--- config.mk ---
export PLATFORM = sky130hd
export DESIGN_NAME = hazard_stall_ctrl
export DESIGN_NICKNAME = d
export VERILOG_FILES = /design/src/rtl/hazard_stall_ctrl_pkg.sv /design/src/rtl/hazard_mdu_timer.sv /design/src/rtl/hazard_stall_ctrl.sv
export SDC_FILE = /design/constraint.sdc
export NUM_CORES = 1
export LEC_CHECK = 0
export BUFFER_PORTS_ARGS = -buffer_cell sky130_fd_sc_hd__buf_2
export CAP_MARGIN = 20
export CORE_MARGIN = 2
export CORE_UTILIZATION = 45
export DETAILED_ROUTE_END_ITERATION = 8
export HOLD_SLACK_MARGIN = 0.12
export PLACE_DENSITY_LB_ADDON = 0.25
export SLEW_MARGIN = 20
export SYNTH_ARGS = -nofsm -noshare
export SYNTH_HDL_FRONTEND = slang
export SYNTH_SLANG_ARGS = --single-unit
export TNS_END_PERCENT = 1
--- constraint.sdc ---
create_clock -name clk -period 6.3 [get_ports clk]
set_clock_uncertainty 0.1 [all_clocks]
set_input_delay 1.26 -clock clk [delete_from_list [all_inputs] [get_ports clk]]
set_output_delay 1.26 -clock clk [all_outputs]
set_load 0.005 [all_outputs]
--- src/rtl/hazard_stall_ctrl_pkg.sv ---
// Shared pipeline definitions for the hazard / stall controller.
// Holds the MDU timer state encoding, the default MDU latency,
// the GPR index width and the zero-register index.
package hazard_stall_ctrl_pkg;

  typedef enum logic {
    MDU_IDLE = 1'b0,
    MDU_BUSY = 1'b1
  } mdu_state_e;

  localparam int MDU_LAT_DEF = 8;
  localparam int GPR_W       = 5;

  localparam logic [GPR_W-1:0] REG_ZERO = '0;

endpackage : hazard_stall_ctrl_pkg

--- src/rtl/hazard_mdu_timer.sv ---
// MDU busy-window timer.
// An MDU start in EX opens a busy window of MDU_LAT cycles, beginning
// the cycle after the start. A start that arrives while already busy is
// ignored; the window keeps counting.
// Ports:
//   clk_i   pipeline clock
//   rst_i   synchronous active-high reset
//   start_i MDU op in EX this cycle
//   busy_o  registered busy-window flag
module hazard_mdu_timer
  import hazard_stall_ctrl_pkg::*;
#(
  parameter int MDU_LAT = MDU_LAT_DEF
) (
  input  logic clk_i,
  input  logic rst_i,
  input  logic start_i,
  output logic busy_o
);

  mdu_state_e state_q, state_d;
  logic [4:0] cnt_q, cnt_d;

  always_ff @(posedge clk_i) begin
    if (rst_i) begin
      state_q <= MDU_IDLE;
      cnt_q   <= '0;
    end else begin
      state_q <= state_d;
      cnt_q   <= cnt_d;
    end
  end

  // cnt_q counts remaining busy cycles after the current one, so the
  // window is exactly MDU_LAT cycles long (MDU_LAT-1 down to 0).
  always_comb begin
    state_d = state_q;
    cnt_d   = cnt_q;
    case (state_q)
      MDU_IDLE: begin
        if (start_i) begin
          state_d = MDU_BUSY;
          cnt_d   = 5'(MDU_LAT - 1);
        end
      end
      MDU_BUSY: begin
        if (cnt_q == 5'd0) begin
          state_d = MDU_IDLE;
        end else begin
          cnt_d = cnt_q - 5'd1;
        end
      end
      default: begin
        state_d = MDU_IDLE;
        cnt_d   = '0;
      end
    endcase
  end

  assign busy_o = (state_q == MDU_BUSY);

  // Issue logic stalls MDU consumers while busy, so a second start
  // during the window indicates an upstream interlock bug.
  a_no_start_while_busy : assert property (
    @(posedge clk_i) disable iff (rst_i) !((state_q == MDU_BUSY) && start_i)
  );

endmodule : hazard_mdu_timer

--- src/rtl/hazard_stall_ctrl.sv ---
// Central stall / flush controller for the IF/ID and ID/EX registers.
// Detects load-use hazards, HI/LO or MDU hazards against a busy MDU,
// and taken branch/jump redirects; drives enables, clear and bubble
// requests combinationally and keeps saturating performance counters.
// Ports:
//   clk, CLR (sync active-high reset)
//   ID_*  : operands / class of the instruction in ID
//   EX_*  : load, writeback, MDU start and branch outcome in EX
//   PC_EN, IFID_EN, IFID_CLR, IDEX_EN, bb_data, bb_bj : pipeline controls
//   mdu_busy : registered MDU busy window
//   stall_cnt, bubble_cnt, flush_cnt : saturating event counters
module hazard_stall_ctrl
  import hazard_stall_ctrl_pkg::*;
#(
  parameter int MDU_LAT = MDU_LAT_DEF,
  parameter int CNT_W   = 32
) (
  input  logic             clk,
  input  logic             CLR,
  input  logic [GPR_W-1:0] ID_rs,
  input  logic [GPR_W-1:0] ID_rt,
  input  logic             ID_use_rs,
  input  logic             ID_use_rt,
  input  logic             ID_hilo_rd,
  input  logic             ID_mdu_op,
  input  logic             EX_MemtoReg,
  input  logic             EX_RegWrite,
  input  logic [GPR_W-1:0] EX_WbRegNum,
  input  logic             EX_mdu_start,
  input  logic             EX_bj_taken,
  output logic             PC_EN,
  output logic             IFID_EN,
  output logic             IFID_CLR,
  output logic             IDEX_EN,
  output logic             bb_data,
  output logic             bb_bj,
  output logic             mdu_busy,
  output logic [CNT_W-1:0] stall_cnt,
  output logic [CNT_W-1:0] bubble_cnt,
  output logic [CNT_W-1:0] flush_cnt
);

  function automatic logic [CNT_W-1:0] sat_inc(input logic [CNT_W-1:0] v);
    return (&v) ? v : v + {{(CNT_W-1){1'b0}}, 1'b1};
  endfunction

  logic lu_hz, md_hz, hilo_user;
  logic [CNT_W-1:0] stall_q, stall_d, bubble_q, bubble_d, flush_q, flush_d;

  hazard_mdu_timer #(
    .MDU_LAT (MDU_LAT)
  ) u_mdu_timer (
    .clk_i   (clk),
    .rst_i   (CLR),
    .start_i (EX_mdu_start),
    .busy_o  (mdu_busy)
  );

  assign lu_hz = EX_MemtoReg && EX_RegWrite && (EX_WbRegNum != REG_ZERO) &&
                 ((ID_use_rs && (ID_rs == EX_WbRegNum)) ||
                  (ID_use_rt && (ID_rt == EX_WbRegNum)));

  // The start cycle itself must also bubble a HI/LO consumer: the busy
  // flag only rises on the following cycle.
  assign hilo_user = ID_hilo_rd || ID_mdu_op;
  assign md_hz     = (mdu_busy || EX_mdu_start) && hilo_user;

  always_comb begin
    PC_EN    = 1'b1;
    IFID_EN  = 1'b1;
    IFID_CLR = 1'b0;
    IDEX_EN  = 1'b1;
    bb_data  = 1'b0;
    bb_bj    = 1'b0;
    if (EX_bj_taken) begin
      // The ID instruction is wrong-path and dies, so its hazards are moot.
      IFID_CLR = 1'b1;
      IDEX_EN  = 1'b0;
      bb_bj    = 1'b1;
    end else if (lu_hz || md_hz) begin
      PC_EN   = 1'b0;
      IFID_EN = 1'b0;
      IDEX_EN = 1'b0;
      bb_data = 1'b1;
    end
  end

  always_comb begin
    stall_d  = PC_EN   ? stall_q  : sat_inc(stall_q);
    bubble_d = bb_data ? sat_inc(bubble_q) : bubble_q;
    flush_d  = bb_bj   ? sat_inc(flush_q)  : flush_q;
  end

  always_ff @(posedge clk) begin
    if (CLR) begin
      stall_q  <= '0;
      bubble_q <= '0;
      flush_q  <= '0;
    end else begin
      stall_q  <= stall_d;
      bubble_q <= bubble_d;
      flush_q  <= flush_d;
    end
  end

  assign stall_cnt  = stall_q;
  assign bubble_cnt = bubble_q;
  assign flush_cnt  = flush_q;

endmodule : hazard_stall_ctrl

# [Word-level counts from Yosys, hierarchy flattened]
# Index checks and enable logic that the tools add are counted.
[totals] reg_bits=102 inputBits=25 output_inout_bits=103 elab_cells=49
[classes] n_addsub=4 eq_ne=4 n_mux=12 bitwise=5 reduce_logical=19
[ops] op="32-bit by 1-bit adder with 32-bit output (second input constant)" n=3
[ops] op="32-bit AND reduction" n=3
[ops] op="5-bit == test" n=2
[ops] op="5-bit two-way mux" n=2
[ops] op="5-bit case mux with 2 select lines" n=1
[ops] op="1-bit two-way mux" n=8
[ops] op="2-bit AND reduction" n=4
[ops] op="1-bit logical AND" n=6
[ops] op="5-bit logical NOT" n=1
[ops] op="1-bit NOT" n=5
[ops] op="5-bit nonzero test" n=1
[ops] op="5-bit by 1-bit subtractor with 5-bit output (second input constant)" n=1
[ops] op="1-bit logical OR" n=4
[ops] op="2-bit inequality test (second input constant)" n=2
[ops] op="1-bit case mux with 2 select lines" n=1

# [Depth between registers and ports, before layout]
# Gate-level depths: netlist of the first run.
[logic_depth] depth_word=9 ltp_mapped=10 mapped_depth_nobuf=8

# [Modules after synthesis]
# A second synthesis of the first run with hierarchy kept.
[hier_totals] hier_cells=617 hier_area_um2=5071.1
[by_module_without_submodules] module="hazard_stall_ctrl" n_inst=1 cells_per_inst=588 area_per_inst_um2=4797.1 seq_area_each_um2=1921.8
[by_module_without_submodules] module="hazard_mdu_timer" n_inst=1 cells_per_inst=29 area_per_inst_um2=274.0 seq_area_each_um2=120.1

# [Worst setup path after synthesis of the first run]
# Ideal clock, no wire load.
[synth_path] path_kind="in2out" from="in EX_WbRegNum[1]" to="out PC_EN" arrival_ns=2.528 required_ns=4.940 path_slack_ns=2.412 path_stages=6 n_path_buf=1 path_cell_list="or4_1 -> o211ai_2 -> a21o_1 -> nor2_4 -> inv_1 -> buf_4"
[synth_via] elab_chain_len=7 elab_cells_between_ends=11 cone_classes="eq/ne: 2; mux: 2; reduce/logical: 7"
[synth_lines] element="start: declaration" line="hazard_stall_ctrl.sv:28" rtl="input logic [GPR_W-1:0] EX_WbRegNum,"
[synth_lines] element="5-bit == test, on equally long branches" line="hazard_stall_ctrl.sv:60, hazard_stall_ctrl.sv:61"
[synth_lines] element="1-bit logical AND, on equally long branches" line="hazard_stall_ctrl.sv:60, hazard_stall_ctrl.sv:61"
[synth_lines] element="1-bit logical OR" line="hazard_stall_ctrl.sv:60" rtl="((ID_use_rs && (ID_rs == EX_WbRegNum)) ||"
[synth_lines] element="1-bit logical AND *" line="hazard_stall_ctrl.sv:59" rtl="assign lu_hz = EX_MemtoReg && EX_RegWrite && (EX_WbRegNum != REG_ZERO) &&"
[synth_lines] element="1-bit logical OR *" line="hazard_stall_ctrl.sv:80" rtl="end else if (lu_hz || md_hz) begin"
[synth_lines] element="1-bit two-way mux * (2 in a row)"
[synth_lines] element="end: declaration" line="hazard_stall_ctrl.sv:31" rtl="output logic PC_EN,"
# Every way passes the cells marked *; elsewhere a longest branch is shown, timed or not.

# [Final worst setup path of the first run]
[layout_path] from="in EX_WbRegNum[1]" to="out PC_EN"
[layout_via] elab_chain_len=7 elab_cells_between_ends=11 cone_classes="eq/ne: 2; mux: 2; reduce/logical: 7"
[layout_lines] element="5-bit == test, on equally long branches" line="hazard_stall_ctrl.sv:60, hazard_stall_ctrl.sv:61"
[layout_lines] element="1-bit logical AND, on equally long branches" line="hazard_stall_ctrl.sv:60, hazard_stall_ctrl.sv:61"
[layout_lines] element="1-bit logical OR" line="hazard_stall_ctrl.sv:60"
[layout_lines] element="1-bit logical AND *" line="hazard_stall_ctrl.sv:59"
[layout_lines] element="1-bit logical OR *" line="hazard_stall_ctrl.sv:80"
[layout_lines] element="1-bit two-way mux *" line="hazard_stall_ctrl.sv:80"
[layout_lines] element="1-bit two-way mux *" line="hazard_stall_ctrl.sv:75" rtl="if (EX_bj_taken) begin"
# Marked as above.

==> flow_summary.rst, run 1 <==
.. list-table::
   :header-rows: 1

   * - Metric
     - Value
   * - Result of the run
     - finished, final reports clean
   * - Ys async rst share
     - 0
   * - Cell area after synthesis
     - 5390 µm²
   * - Syn avg cell area
     - 8.25 µm²
   * - Number of standard cells after synthesis
     - 653
   * - Post-synth top area share
     - 0.379
   * - Worst setup path startpoint
     - EX_WbRegNum[1]
   * - Number of buffers added to fix hold violations after cts
     - 0
   * - Share of final-layout standard cells stronger than drive strength 1
     - 0.219
   * - RSZ-0062 raised after global routing
     - no
   * - Most used DFF post-synth
     - sky130_fd_sc_hd__dfxtp_1
   * - Clock buffer depth
     - 2
   * - PnR worst setup slack
     - 2130 ps
   * - Antenna violations before repair
     - 0
   * - Final Instance Area
     - 6350 µm²
   * - Number of hold-slack violations in the final timing report
     - 0
   * - Final Routed Wirelength
     - 13.8 mm
   * - Cells along the critical path
     - buf_2 -> or4_1 -> o211ai_2 -> a21o_1 -> nor2_4 -> inv_1 -> buf_2
   * - Arrival time reported for the critical path endpoint
     - 2810 ps
   * - Total GRT Usage
     - 0.217
   * - Post-detailed-route wirelength per cell
     - 15.2 µm
   * - GRT Residual Overflow
     - 0
   * - Library cell used as clock root buffer
     - sky130_fd_sc_hd__clkbuf_16
   * - Power per unit of standard cell area
     - 201 nW/µm²
   * - Critical Path RT
     - 4940 ps
   * - Standard cell area after detailed placement
     - 6070 µm²
   * - Crit path top cell by count
     - sky130_fd_sc_hd__buf_2
   * - Global placement routability congestion
     - 0.834
   * - Synthesized net count
     - 683
   * - Max-cap violations
     - 0
   * - H-tree levels
     - 3
   * - Launch instance of the worst register-to-register path
     - stall_cnt[6]$_SDFFE_PP0P_
   * - Post-DRT Antenna Nets
     - 0
   * - Maximum number of pins on one net before global-route repair
     - 66
   * - Yosys Warn Count
     - 0
   * - Total of endpoints with negative setup slack in the final report
     - 0
   * - Die Width
     - 113 µm
   * - Critical Path Start Type
     - input port
   * - Number of DRC violations after detailed routing
     - 0
   * - Flip-flop and latch count after synthesis
     - 102
   * - Number of cells on the worst reg-to-reg path
     - 7
   * - Path type of the worst min-delay path
     - reg2reg
   * - Die area
     - 12,900 µm²
   * - Routed wl met2
     - 6.55 mm
   * - Maximum frequency from static timing analysis
     - 0.240 GHz
   * - Via count of the first global-routing pass
     - 4,939
   * - Synth cell types
     - 53
   * - Clock input transition at the sequential cells of the worst setup and hold paths
     - 60 ps
   * - Multi-input logic area
     - 3140 µm²
   * - Area used by sequential logic in the layout
     - 2040 µm²
   * - Max-slew headroom
     - 0.445
   * - Clk sink count
     - 102
   * - Layout net count
     - 794
   * - Hold Path Sink
     - u_mdu_timer.cnt_q[4]$_SDFFE_PP0P_
   * - Area contributors post-synth
     - sky130_fd_sc_hd__dfxtp_1, sky130_fd_sc_hd__a21oi_1, sky130_fd_sc_hd__nor2_1
   * - Kind of critical path
     - in2out
   * - Iteration-0 DRC Markers
     - 337
   * - Count of buffers from port buffering
     - 127
   * - Layout area overhead
     - 17.8%
   * - Length of the first detailed-routing pass in iterations
     - 7
   * - Library cell occupying the most area in the post-synthesis netlist
     - sky130_fd_sc_hd__dfxtp_1
   * - Delay of the slowest cell on the worst path
     - 540 ps
   * - Routed vias
     - 5,346
   * - Total of cells resized after clock tree synthesis
     - 0
   * - Ports
     - 128
   * - Post-CTS setup repair buffer count
     - 0
   * - Filler instances
     - 1,103
   * - Register area share after synthesis
     - 0.379
   * - Register-to-Register Setup Slack
     - 3480 ps
   * - Effective utilization at floorplan
     - 0.466
   * - CTS tree
     - yes
   * - Worst-case vdd ir drop
     - 0.137 mV
   * - Hold Crit Start
     - u_mdu_timer.cnt_q[4]$_SDFFE_PP0P_
   * - Total Neg Setup Slack
     - 0 ps
   * - Setup slack after placement
     - 2120 ps
   * - Std-Cell Core Area
     - 11,600 µm²
   * - Critical path endpoint category
     - primary output
   * - Final Cycle Share
     - 0.663
   * - Floorplan row count
     - 39
   * - Critical R2R Capture
     - stall_cnt[23]$_SDFFE_PP0P_
   * - Cts bufs inserted
     - 9
   * - Insertion delay of the later-clocked pin in the worst-skew pair
     - 350 ps
   * - Die height
     - 113 µm
   * - Uppermost signal routing layer after detailed routing
     - met4
   * - Avg Vias per Cell
     - 5.87
   * - Final Slew Violations
     - 0
   * - Lkg Pwr
     - 2.39 nW
   * - Worst hold path stage count
     - 2
   * - Slew @ Worst Pin
     - 825 ps
   * - Number of synthesized flops with an enable pin
     - 0
   * - First-pass GRT wire length
     - 23.1 mm
   * - Detail Placement HPWL
     - 9.74 mm
   * - Critical Path Slowest Stage Cell
     - sky130_fd_sc_hd__or4_1
   * - Post-route minimum period
     - 4170 ps
   * - Routed metal-1 wire length
     - 6.29 mm
   * - Critical-path maximum fanout
     - 9
   * - Met3 routed WL
     - 774 µm
   * - N_diodes
     - 0
area by class of cell:
type / count / share of cell area
Multi-Input combinational cell: 507 / 0.495
Clock inverter: 1 / 0.000788
Timing Repair Buffer: 131 / 0.105
Tap cell: 143 / 0.0282
Inverter: 13 / 0.00769
Clock buffer: 14 / 0.0416
Sequential cell: 102 / 0.322
synthesized netlist by cell type (all sizes together), types with 2 or more instances:
cell and number:
a31oi 2, inv 13, nand4b 3, o31ai 18, or3 29, o211ai 2
nand3 40, and4 15, a21oi 52, nor2b 14, mux2 9, o21ai 35
nand4 34, and2 4, nor2 64, clkbuf 17, nand2b 6, or4 25
and3 8, xnor2 25, nor4 8, mux2i 3, dfxtp 102, nor4b 2
xor2 18, a311oi 3, o41ai 3, nand2 45, nor3 24, buf 14
ha 5
kinds of logic after synthesis:
group | count (synthesis) | synth area share
and+or+nand+nor | 325 | 0.341
buffers and inverters | 44 | 0.0392
DFF | 102 | 0.379
AOI/OAI and AO/OA | 122 | 0.135
xor gates and xnor gates | 43 | 0.0699
muxes | 12 | 0.0244
adders and majority gates | 5 | 0.0116
worst max-delay path by stage:
stage / slack, ps / cells after the start / endpoint
finish: 2130 / 7 / PC_EN
global route: 2030 / 7 / PC_EN
CTS: 2110 / 7 / PC_EN
detailed placement: 2120 / 7 / PC_EN
global placement: 2140 / 7 / PC_EN
floorplan: 2410 / 6 / PC_EN
power by group:
group / total, mW / leakage (nW) / switching (mW) / internal [mW]
Clock: 0.522 / 0.133 / 0.235 / 0.287
Combinational: 0.0922 / 1.44 / 0.0592 / 0.0331
Sequential: 0.660 / 0.823 / 0.00856 / 0.651
state kept, by name (all words and copies together) (netlist names):
| register | cells |
|---|---|
| flush_cnt | 32 |
| bubble_cnt | 32 |
| u_mdu_timer.cnt_q | 5 |
| stall_cnt | 32 |
| u_mdu_timer.busy_o | 1 |
worst max-delay path, delay by kind of cell:
family	cells	cell delay (ps)
AO/OA/AOI/OAI	2	430
AND/OR/NAND/NOR	2	620
buffers and inverters	3	490
routing by layer:
| metal | vias to the layer above | GRT usage |
|---|---|---|
| li1 | 2640 | - |
| met1 | 2528 | 0.283 |
| met2 | 161 | 0.352 |
| met3 | 17 | 0.0499 |
| met4 | 0 | 0.0805 |
| met5 | - | 0 |
stage by stage:
| step | total power, mW | utilization | cells | hold slack [ps] |
|---|---|---|---|---|
| finish | 1.27 | 0.549 | 911 | 381 |
| global route | 1.33 | 0.549 | 911 | 395 |
| CTS | 1.29 | 0.549 | 911 | 383 |
| detailed placement | 0.767 | 0.525 | 896 | 367 |
| global placement | 0.763 | 0.525 | 896 | 356 |
| floorplan | 0.737 | - | 653 | 341 |
placed cells by master, fill, tap and decap left out, types with 4 or more instances in the layout:
master,count
sky130_fd_sc_hd__a21oi_1,52
sky130_fd_sc_hd__and2_1,4
sky130_fd_sc_hd__and3_1,8
sky130_fd_sc_hd__and4_1,13
sky130_fd_sc_hd__buf_2,126
sky130_fd_sc_hd__buf_4,5
sky130_fd_sc_hd__clkbuf_16,9
sky130_fd_sc_hd__dfxtp_1,102
sky130_fd_sc_hd__ha_1,5
sky130_fd_sc_hd__inv_1,13
sky130_fd_sc_hd__mux2_2,9
sky130_fd_sc_hd__nand2_1,44
sky130_fd_sc_hd__nand2b_1,6
sky130_fd_sc_hd__nand3_1,40
sky130_fd_sc_hd__nand4_1,31
sky130_fd_sc_hd__nor2_1,63
sky130_fd_sc_hd__nor2b_1,14
sky130_fd_sc_hd__nor3_1,24
sky130_fd_sc_hd__nor4_1,7
sky130_fd_sc_hd__o21ai_0,35
sky130_fd_sc_hd__o31ai_1,16
sky130_fd_sc_hd__or3_1,29
sky130_fd_sc_hd__or4_1,23
sky130_fd_sc_hd__xnor2_1,25
sky130_fd_sc_hd__xor2_1,18
No activity file was read; power rests on OpenSTA's default activity.
==> run 2, diff against run 1 <==
ABC_AREA = 1   (was unset)
clock period = 3.75 ns   (was 6.3 ns; I/O delays follow)
==> flow_summary.rst, run 2 <==
.. list-table::
   :header-rows: 1

   * - Metric
     - Value
   * - Clock buffer depth
     - 2 (unchanged)
   * - Effective utilization at floorplan
     - 0.456 (-0.0100)
   * - Post-route worst hold slack
     - 403 ps (+21.2 ps)
   * - Critical Path Start Type
     - input port
   * - Floorplan row count
     - 46 (+18%)
   * - Ports
     - 128 (unchanged)
   * - Ys async rst share
     - 0 (unchanged)
   * - Library cell used as clock root buffer
     - sky130_fd_sc_hd__clkbuf_16
   * - Number of synthesized flops with an enable pin
     - 0 (unchanged)
   * - RSZ-0062 raised after global routing
     - no
   * - Via count of the first global-routing pass
     - 6,572 (+33%)
   * - Library cell occupying the most area in the post-synthesis netlist
     - sky130_fd_sc_hd__dfxtp_1
   * - Result of the run
     - finished, final reports clean
   * - Total of endpoints with negative setup slack in the final report
     - 0 (unchanged)
   * - Max-slew headroom
     - 0.469 (+0.0240)
   * - Post-DRT Antenna Nets
     - 0 (unchanged)
   * - Final Instance Area
     - 8230 µm² (+30%)
   * - Power per unit of standard cell area
     - 301 nW/µm² (+50%)
   * - Number of standard cells after synthesis
     - 1,246 (+91%)
   * - Synth cell types
     - 39 (-26%)
   * - Arrival time reported for the critical path endpoint
     - 1850 ps (-960 ps)
   * - Total Neg Setup Slack
     - 0 ps (unchanged)
   * - Most common cell after layout, fill and taps aside
     - sky130_fd_sc_hd__nand2_1
   * - Max-cap violations
     - 0 (unchanged)
   * - Total of cells resized after clock tree synthesis
     - 0 (unchanged)
   * - Clock input transition at the sequential cells of the worst setup and hold paths
     - 60 ps (about the same)
   * - Routed vias
     - 7,691 (+44%)
   * - Insertion delay of the later-clocked pin in the worst-skew pair
     - 350 ps (about the same)
   * - Avg Vias per Cell
     - 4.90 (-17%)
   * - Critical path endpoint category
     - primary output
   * - Register area share after synthesis
     - 0.284 (-0.0949)
   * - Flip-flop and latch count after synthesis
     - 102 (unchanged)
   * - Cell area after synthesis
     - 7190 µm² (+33%)
   * - Path type of the worst min-delay path
     - reg2reg
   * - Total GRT Usage
     - 0.227 (+0.0104)
   * - Antenna violations before repair
     - 0 (unchanged)
   * - H-tree levels
     - 3 (unchanged)
   * - Area contributors post-synth
     - sky130_fd_sc_hd__dfxtp_1, sky130_fd_sc_hd__nand2_1, sky130_fd_sc_hd__nor2_1
   * - Syn avg cell area
     - 5.77 µm² (-30%)
   * - Iteration-0 DRC Markers
     - 595 (+77%)
   * - Layout area overhead
     - 14.4%
   * - Global placement routability congestion
     - 0.894 (+7.2%)
   * - Number of DRC violations after detailed routing
     - 0 (unchanged)
   * - Critical-path maximum fanout
     - 4 (-5)
   * - Die Width
     - 130 µm (+15%)
   * - Share of final-layout standard cells stronger than drive strength 1
     - 0.144 (-0.0747)
   * - Post-route minimum period
     - 2700 ps
   * - Worst-case vdd ir drop
     - 0.225 mV (+65%)
   * - Std-Cell Core Area
     - 15,800 µm² (+36%)
   * - Top cell types by occurrence after synthesis
     - sky130_fd_sc_hd__nand2_1, sky130_fd_sc_hd__nor2_1, sky130_fd_sc_hd__inv_1
   * - Maximum number of pins on one net before global-route repair
     - 68 (+3.0%)
   * - Final Cycle Share
     - 0.719
   * - Die height
     - 130 µm (+15%)
   * - Post-CTS setup repair buffer count
     - 0 (unchanged)
   * - Final Slew Violations
     - 0 (unchanged)
   * - Die area
     - 17,000 µm² (+32%)
   * - Yosys Warn Count
     - 0 (unchanged)
   * - Standard cell area after detailed placement
     - 7920 µm² (+30%)
   * - CTS tree
     - yes
   * - Post-synth top area share
     - 0.284 (-0.0949)
   * - Filler instances
     - 1,697 (+54%)
   * - GRT Residual Overflow
     - 0 (unchanged)
   * - Most used DFF post-synth
     - sky130_fd_sc_hd__dfxtp_1
   * - Clk sink count
     - 102 (unchanged)
   * - First-pass GRT wire length
     - 31.5 mm (+36%)
   * - Lkg Pwr
     - 3.75 nW (+57%)
   * - Most frequent cells in the layout
     - sky130_fd_sc_hd__nand2_1, sky130_fd_sc_hd__nor2_1, sky130_fd_sc_hd__inv_1, sky130_fd_sc_hd__buf_2, sky130_fd_sc_hd__dfxtp_1
   * - Number of hold-slack violations in the final timing report
     - 0 (unchanged)
   * - Layout net count
     - 1,379 (+74%)
   * - Total chip power
     - 2.47 mW (+94%)
   * - Count of buffers from port buffering
     - 127 (unchanged)
   * - Post-detailed-route wirelength per cell
     - 12.3 µm (-19%)
   * - Number of buffers added to fix hold violations after cts
     - 0 (unchanged)
   * - Cts bufs inserted
     - 9 (unchanged)
   * - Synthesized net count
     - 1,276 (+87%)
   * - Maximum frequency from static timing analysis
     - 0.371 GHz
   * - N_diodes
     - 0 (unchanged)
   * - Detail Placement HPWL
     - 14.2 mm (+45%)
   * - Top-count cell post-synth
     - sky130_fd_sc_hd__nand2_1
   * - Final Routed Wirelength
     - 19.2 mm (+39%)
   * - Slew @ Worst Pin
     - 791 ps (-33.2 ps)
   * - Length of the first detailed-routing pass in iterations
     - 5 (-2)
   * - Critical Path RT
     - 2900 ps (-2040 ps)
   * - Kind of critical path
     - in2out
[run 2: cells by family after synthesis]
group,share of synthesized area
simple gates,0.504
buf+inv,0.122
flops,0.284
compound gates,0.0331
xor+xnor,0.0487
fa+ha+maj,0.00870
[run 2: critical path: stages]
cell	delay (ps)
sky130_fd_sc_hd__buf_2	100
sky130_fd_sc_hd__inv_1	100
sky130_fd_sc_hd__nand2_1	60
sky130_fd_sc_hd__nand2_1	60
sky130_fd_sc_hd__nor2_1	50
sky130_fd_sc_hd__nand3_1	80
sky130_fd_sc_hd__nand2_1	60
sky130_fd_sc_hd__nand2_1	70
sky130_fd_sc_hd__nand2_2	90
sky130_fd_sc_hd__nor2_1	240
sky130_fd_sc_hd__buf_2	170
[run 2: path summary, 6_finish.rpt]
kind | cells past startpoint | endpoint | startpoint | slack (ps)
worst max-delay path | 11 | IDEX_EN | EX_WbRegNum[3] | 1050
worst min-delay path | 2 | flush_cnt[29]$_SDFFE_PP0P_ | flush_cnt[29]$_SDFFE_PP0P_ | 400
worst max register to register | 10 | bubble_cnt[2]$_SDFFE_PP0P_ | bubble_cnt[0]$_SDFFE_PP0P_ | 1170
worst min register to register | 2 | flush_cnt[29]$_SDFFE_PP0P_ | flush_cnt[29]$_SDFFE_PP0P_ | 400
[run 2: report_power, final]
| part | total [mW] | internal [mW] | switching, mW |
|---|---|---|---|
| Sequential | 1.17 | 1.12 | 0.0493 |
| Clock | 0.979 | 0.555 | 0.425 |
| Combinational | 0.323 | 0.117 | 0.206 |
[run 2: metal layers]
layer,wire length (µm),global-route usage
met1,9270,0.326
met2,8590,0.361
met3,1070,0.0289
met4,308,0.0651
met5,0,0
[run 2: layout make-up]
class | count | area, µm² | area share
sequential | 102 | 2040 | 0.248
clock inverter | 3 | 42.5 | 0.00517
tap | 216 | 270 | 0.0329
inverter | 166 | 623 | 0.0757
multi-input combinational | 936 | 4280 | 0.520
timing repair buffer | 134 | 713 | 0.0867
clock buffer | 13 | 260 | 0.0316
[run 2: metrics by stage]
step           cells  worst slack, ps  utilization
2_1_floorplan   1246             1120            -
3_3_place_gp    1554              914        0.502
3_5_place_dp    1554              857        0.502
4_1_cts         1570             1060        0.522
5_1_grt         1570              924        0.522
6_report        1570             1050        0.522
==> run 3, diff against run 2 <==
ABC_AREA = 0   (was 1)
clock period = 2.7 ns   (was 3.75 ns; I/O delays follow)
==> flow_summary.rst, run 3 (synthesis results as in run 1) <==
.. list-table::
   :header-rows: 1

   * - Metric
     - Value
   * - Total chip power
     - 3.05 mW (+23%)
   * - Max-slew headroom
     - 0.523 (+0.0536)
   * - Avg Vias per Cell
     - 5.82 (+19%)
   * - Critical path endpoint category
     - primary output
   * - Worst-case vdd ir drop
     - 0.293 mV (+30%)
   * - Non-filler cells, final
     - 928 (-41%)
   * - Via count of the first global-routing pass
     - 4,963 (-24%)
   * - Buf/Inv on CP
     - 3 (unchanged)
   * - Post-detailed-route wirelength per cell
     - 15.4 µm (+26%)
   * - Final Routed Wirelength
     - 14.3 mm (-26%)
   * - Clock input transition at the sequential cells of the worst setup and hold paths
     - 60 ps (about the same)
   * - Share of final-layout standard cells stronger than drive strength 1
     - 0.239 (+0.0955)
   * - Final Instance Area
     - 6550 µm² (-20%)
   * - Post-route minimum period
     - 2640 ps
   * - H-tree levels
     - 3 (unchanged)
   * - Cell depth of the worst setup path
     - 7 (-4)
   * - Floorplan row count
     - 39 (-15%)
   * - Ports
     - 128 (unchanged)
   * - Result of the run
     - finished, final reports clean
   * - Cts bufs inserted
     - 9 (unchanged)
   * - Layout area overhead
     - 21.4%
   * - Worst hold path stage count
     - 2 (unchanged)
   * - Global placement routability congestion
     - 0.829 (-7.3%)
   * - Clk sink count
     - 102 (unchanged)
   * - Count of buffers from port buffering
     - 127 (unchanged)
   * - Standard cell area after detailed placement
     - 6240 µm² (-21%)
   * - Std-Cell Core Area
     - 11,600 µm² (-27%)
   * - Cell count after placement
     - 913 (-41%)
   * - Maximum frequency from static timing analysis
     - 0.378 GHz
   * - Filler instances
     - 1,069 (-37%)
   * - Number of DRC violations after detailed routing
     - 0 (unchanged)
   * - Post-DRT Antenna Nets
     - 0 (unchanged)
   * - Antenna violations before repair
     - 0 (unchanged)
   * - Final Cycle Share
     - 0.979
   * - Length of the first detailed-routing pass in iterations
     - 4 (-1)
   * - Kind of critical path
     - in2out
   * - Critical Path Start Type
     - input port
   * - Cells along the critical path
     - buf_2 -> or4_4 -> o211ai_4 -> a21o_1 -> nor2_4 -> buf_4 -> buf_2
   * - Cell family with the largest share of critical-path delay
     - simple AND/OR/NAND/NOR gates
   * - Final Slew Violations
     - 0 (unchanged)
   * - Total GRT Usage
     - 0.223 (-0.00466)
   * - First-pass GRT wire length
     - 23.6 mm (-25%)
   * - Power per unit of standard cell area
     - 466 nW/µm² (+55%)
   * - CTS tree
     - yes
   * - Clock buffer depth
     - 2 (unchanged)
   * - GRT Residual Overflow
     - 0 (unchanged)
   * - Arrival time reported for the critical path endpoint
     - 2000 ps (+150 ps)
   * - Post-route worst hold slack
     - 381 ps (-21.5 ps)
   * - Slew @ Worst Pin
     - 708 ps (-83.0 ps)
   * - Detail Placement HPWL
     - 10.3 mm (-27%)
   * - Post-CTS setup repair buffer count
     - 0 (unchanged)
   * - Effective utilization at floorplan
     - 0.466 (+0.0100)
   * - Most frequent cells in the layout
     - sky130_fd_sc_hd__buf_2, sky130_fd_sc_hd__dfxtp_1, sky130_fd_sc_hd__nor2_1, sky130_fd_sc_hd__a21oi_1, sky130_fd_sc_hd__nand2_1
   * - Total of endpoints with negative setup slack in the final report
     - 0 (unchanged)
   * - Critical Path RT
     - 2060 ps (-840 ps)
   * - Number of hold-slack violations in the final timing report
     - 0 (unchanged)
   * - Critical-path maximum fanout
     - 5 (+1)
   * - Die Width
     - 113 µm (-13%)
   * - Maximum number of pins on one net before global-route repair
     - 48 (-29%)
   * - Iteration-0 DRC Markers
     - 392 (-34%)
   * - Crit path top cell by count
     - sky130_fd_sc_hd__buf_2
   * - Number of cells on the worst reg-to-reg path
     - 6 (-4)
   * - Layout net count
     - 811 (-41%)
   * - Lkg Pwr
     - 2.51 nW (-33%)
   * - Routed vias
     - 5,402 (-30%)
   * - Max-cap violations
     - 0 (unchanged)
   * - Setup slack after placement
     - 35.8 ps (-821 ps)
   * - N_diodes
     - 0 (unchanged)
   * - Die area
     - 12,900 µm² (-24%)
   * - PnR worst setup slack
     - 55.7 ps (-998 ps)
   * - Path type of the worst min-delay path
     - reg2reg
   * - Most common cell after layout, fill and taps aside
     - sky130_fd_sc_hd__buf_2
   * - Insertion delay of the later-clocked pin in the worst-skew pair
     - 350 ps (about the same)
   * - Number of buffers added to fix hold violations after cts
     - 0 (unchanged)
   * - Library cell used as clock root buffer
     - sky130_fd_sc_hd__clkbuf_16
   * - Delay of the slowest cell on the worst path
     - 540 ps (+300 ps)
   * - Die height
     - 113 µm (-13%)
   * - Critical Path Slowest Stage Cell
     - sky130_fd_sc_hd__or4_4
   * - RSZ-0062 raised after global routing
     - yes
run 3: cell count changes in the layout (fill, tap and decap cells not counted), moves of 22 or more:
cell / delta
sky130_fd_sc_hd__nand2_1: -395
sky130_fd_sc_hd__o21ai_0: +27
sky130_fd_sc_hd__or3_1: +29
sky130_fd_sc_hd__nand4_1: -23
sky130_fd_sc_hd__nor2_1: -157
sky130_fd_sc_hd__inv_1: -144
sky130_fd_sc_hd__or4_1: +22
run 3: cell type report:
type                    instances  area [µm²]  share of cell area
multi-input cells             507        3160               0.482
flip-flops and latches        102        2040               0.312
clock buffers                  15         288              0.0440
inverters                      13        48.8             0.00745
repair buffers                148         833               0.127
well taps                     143         179              0.0273
run 3: per-stage QoR:
step           utilization  setup TNS (ps)
2_1_floorplan            -               0
3_3_place_gp         0.540               0
3_5_place_dp         0.540               0
4_1_cts              0.564               0
5_1_grt              0.566           -15.6
6_report             0.566               0
run 3: final timing paths:
| path | startpoint | to | slack (ps) |
|---|---|---|---|
| max | EX_WbRegNum[1] | bb_data | 60 |
| min reg2reg | u_mdu_timer.cnt_q[4]$_SDFFE_PP0P_ | u_mdu_timer.cnt_q[4]$_SDFFE_PP0P_ | 380 |
| min | u_mdu_timer.cnt_q[4]$_SDFFE_PP0P_ | u_mdu_timer.cnt_q[4]$_SDFFE_PP0P_ | 380 |
| max reg2reg | stall_cnt[11]$_SDFFE_PP0P_ | stall_cnt[31]$_SDFFE_PP0P_ | 160 |
run 3: what timing repair did:
item | in CTS | in global routing
gates resized for setup | 0 | 4
endpoints found under the setup margin | 0 | 9
hold endpoints to repair | 0 | 0
run 3: layer usage:
layer  part of all wire  global-route usage
met1               0.44               0.290
met4              0.018              0.0951
met3              0.057              0.0377
met2               0.49               0.366
met5                  0                   0
run 3: power breakdown:
group / internal (mW) / switching (mW) / leakage (nW)
clock network: 0.722 / 0.542 / 0.142
logic: 0.0990 / 0.152 / 1.54
registers: 1.52 / 0.0165 / 0.823
total: 2.34 / 0.710 / 2.51
run 3: tightest hold or removal path, cell delays in order (launching register included):
cell and delay (ps):
sky130_fd_sc_hd__dfxtp_1 330, sky130_fd_sc_hd__nand2_1 60, sky130_fd_sc_hd__a21oi_1 50
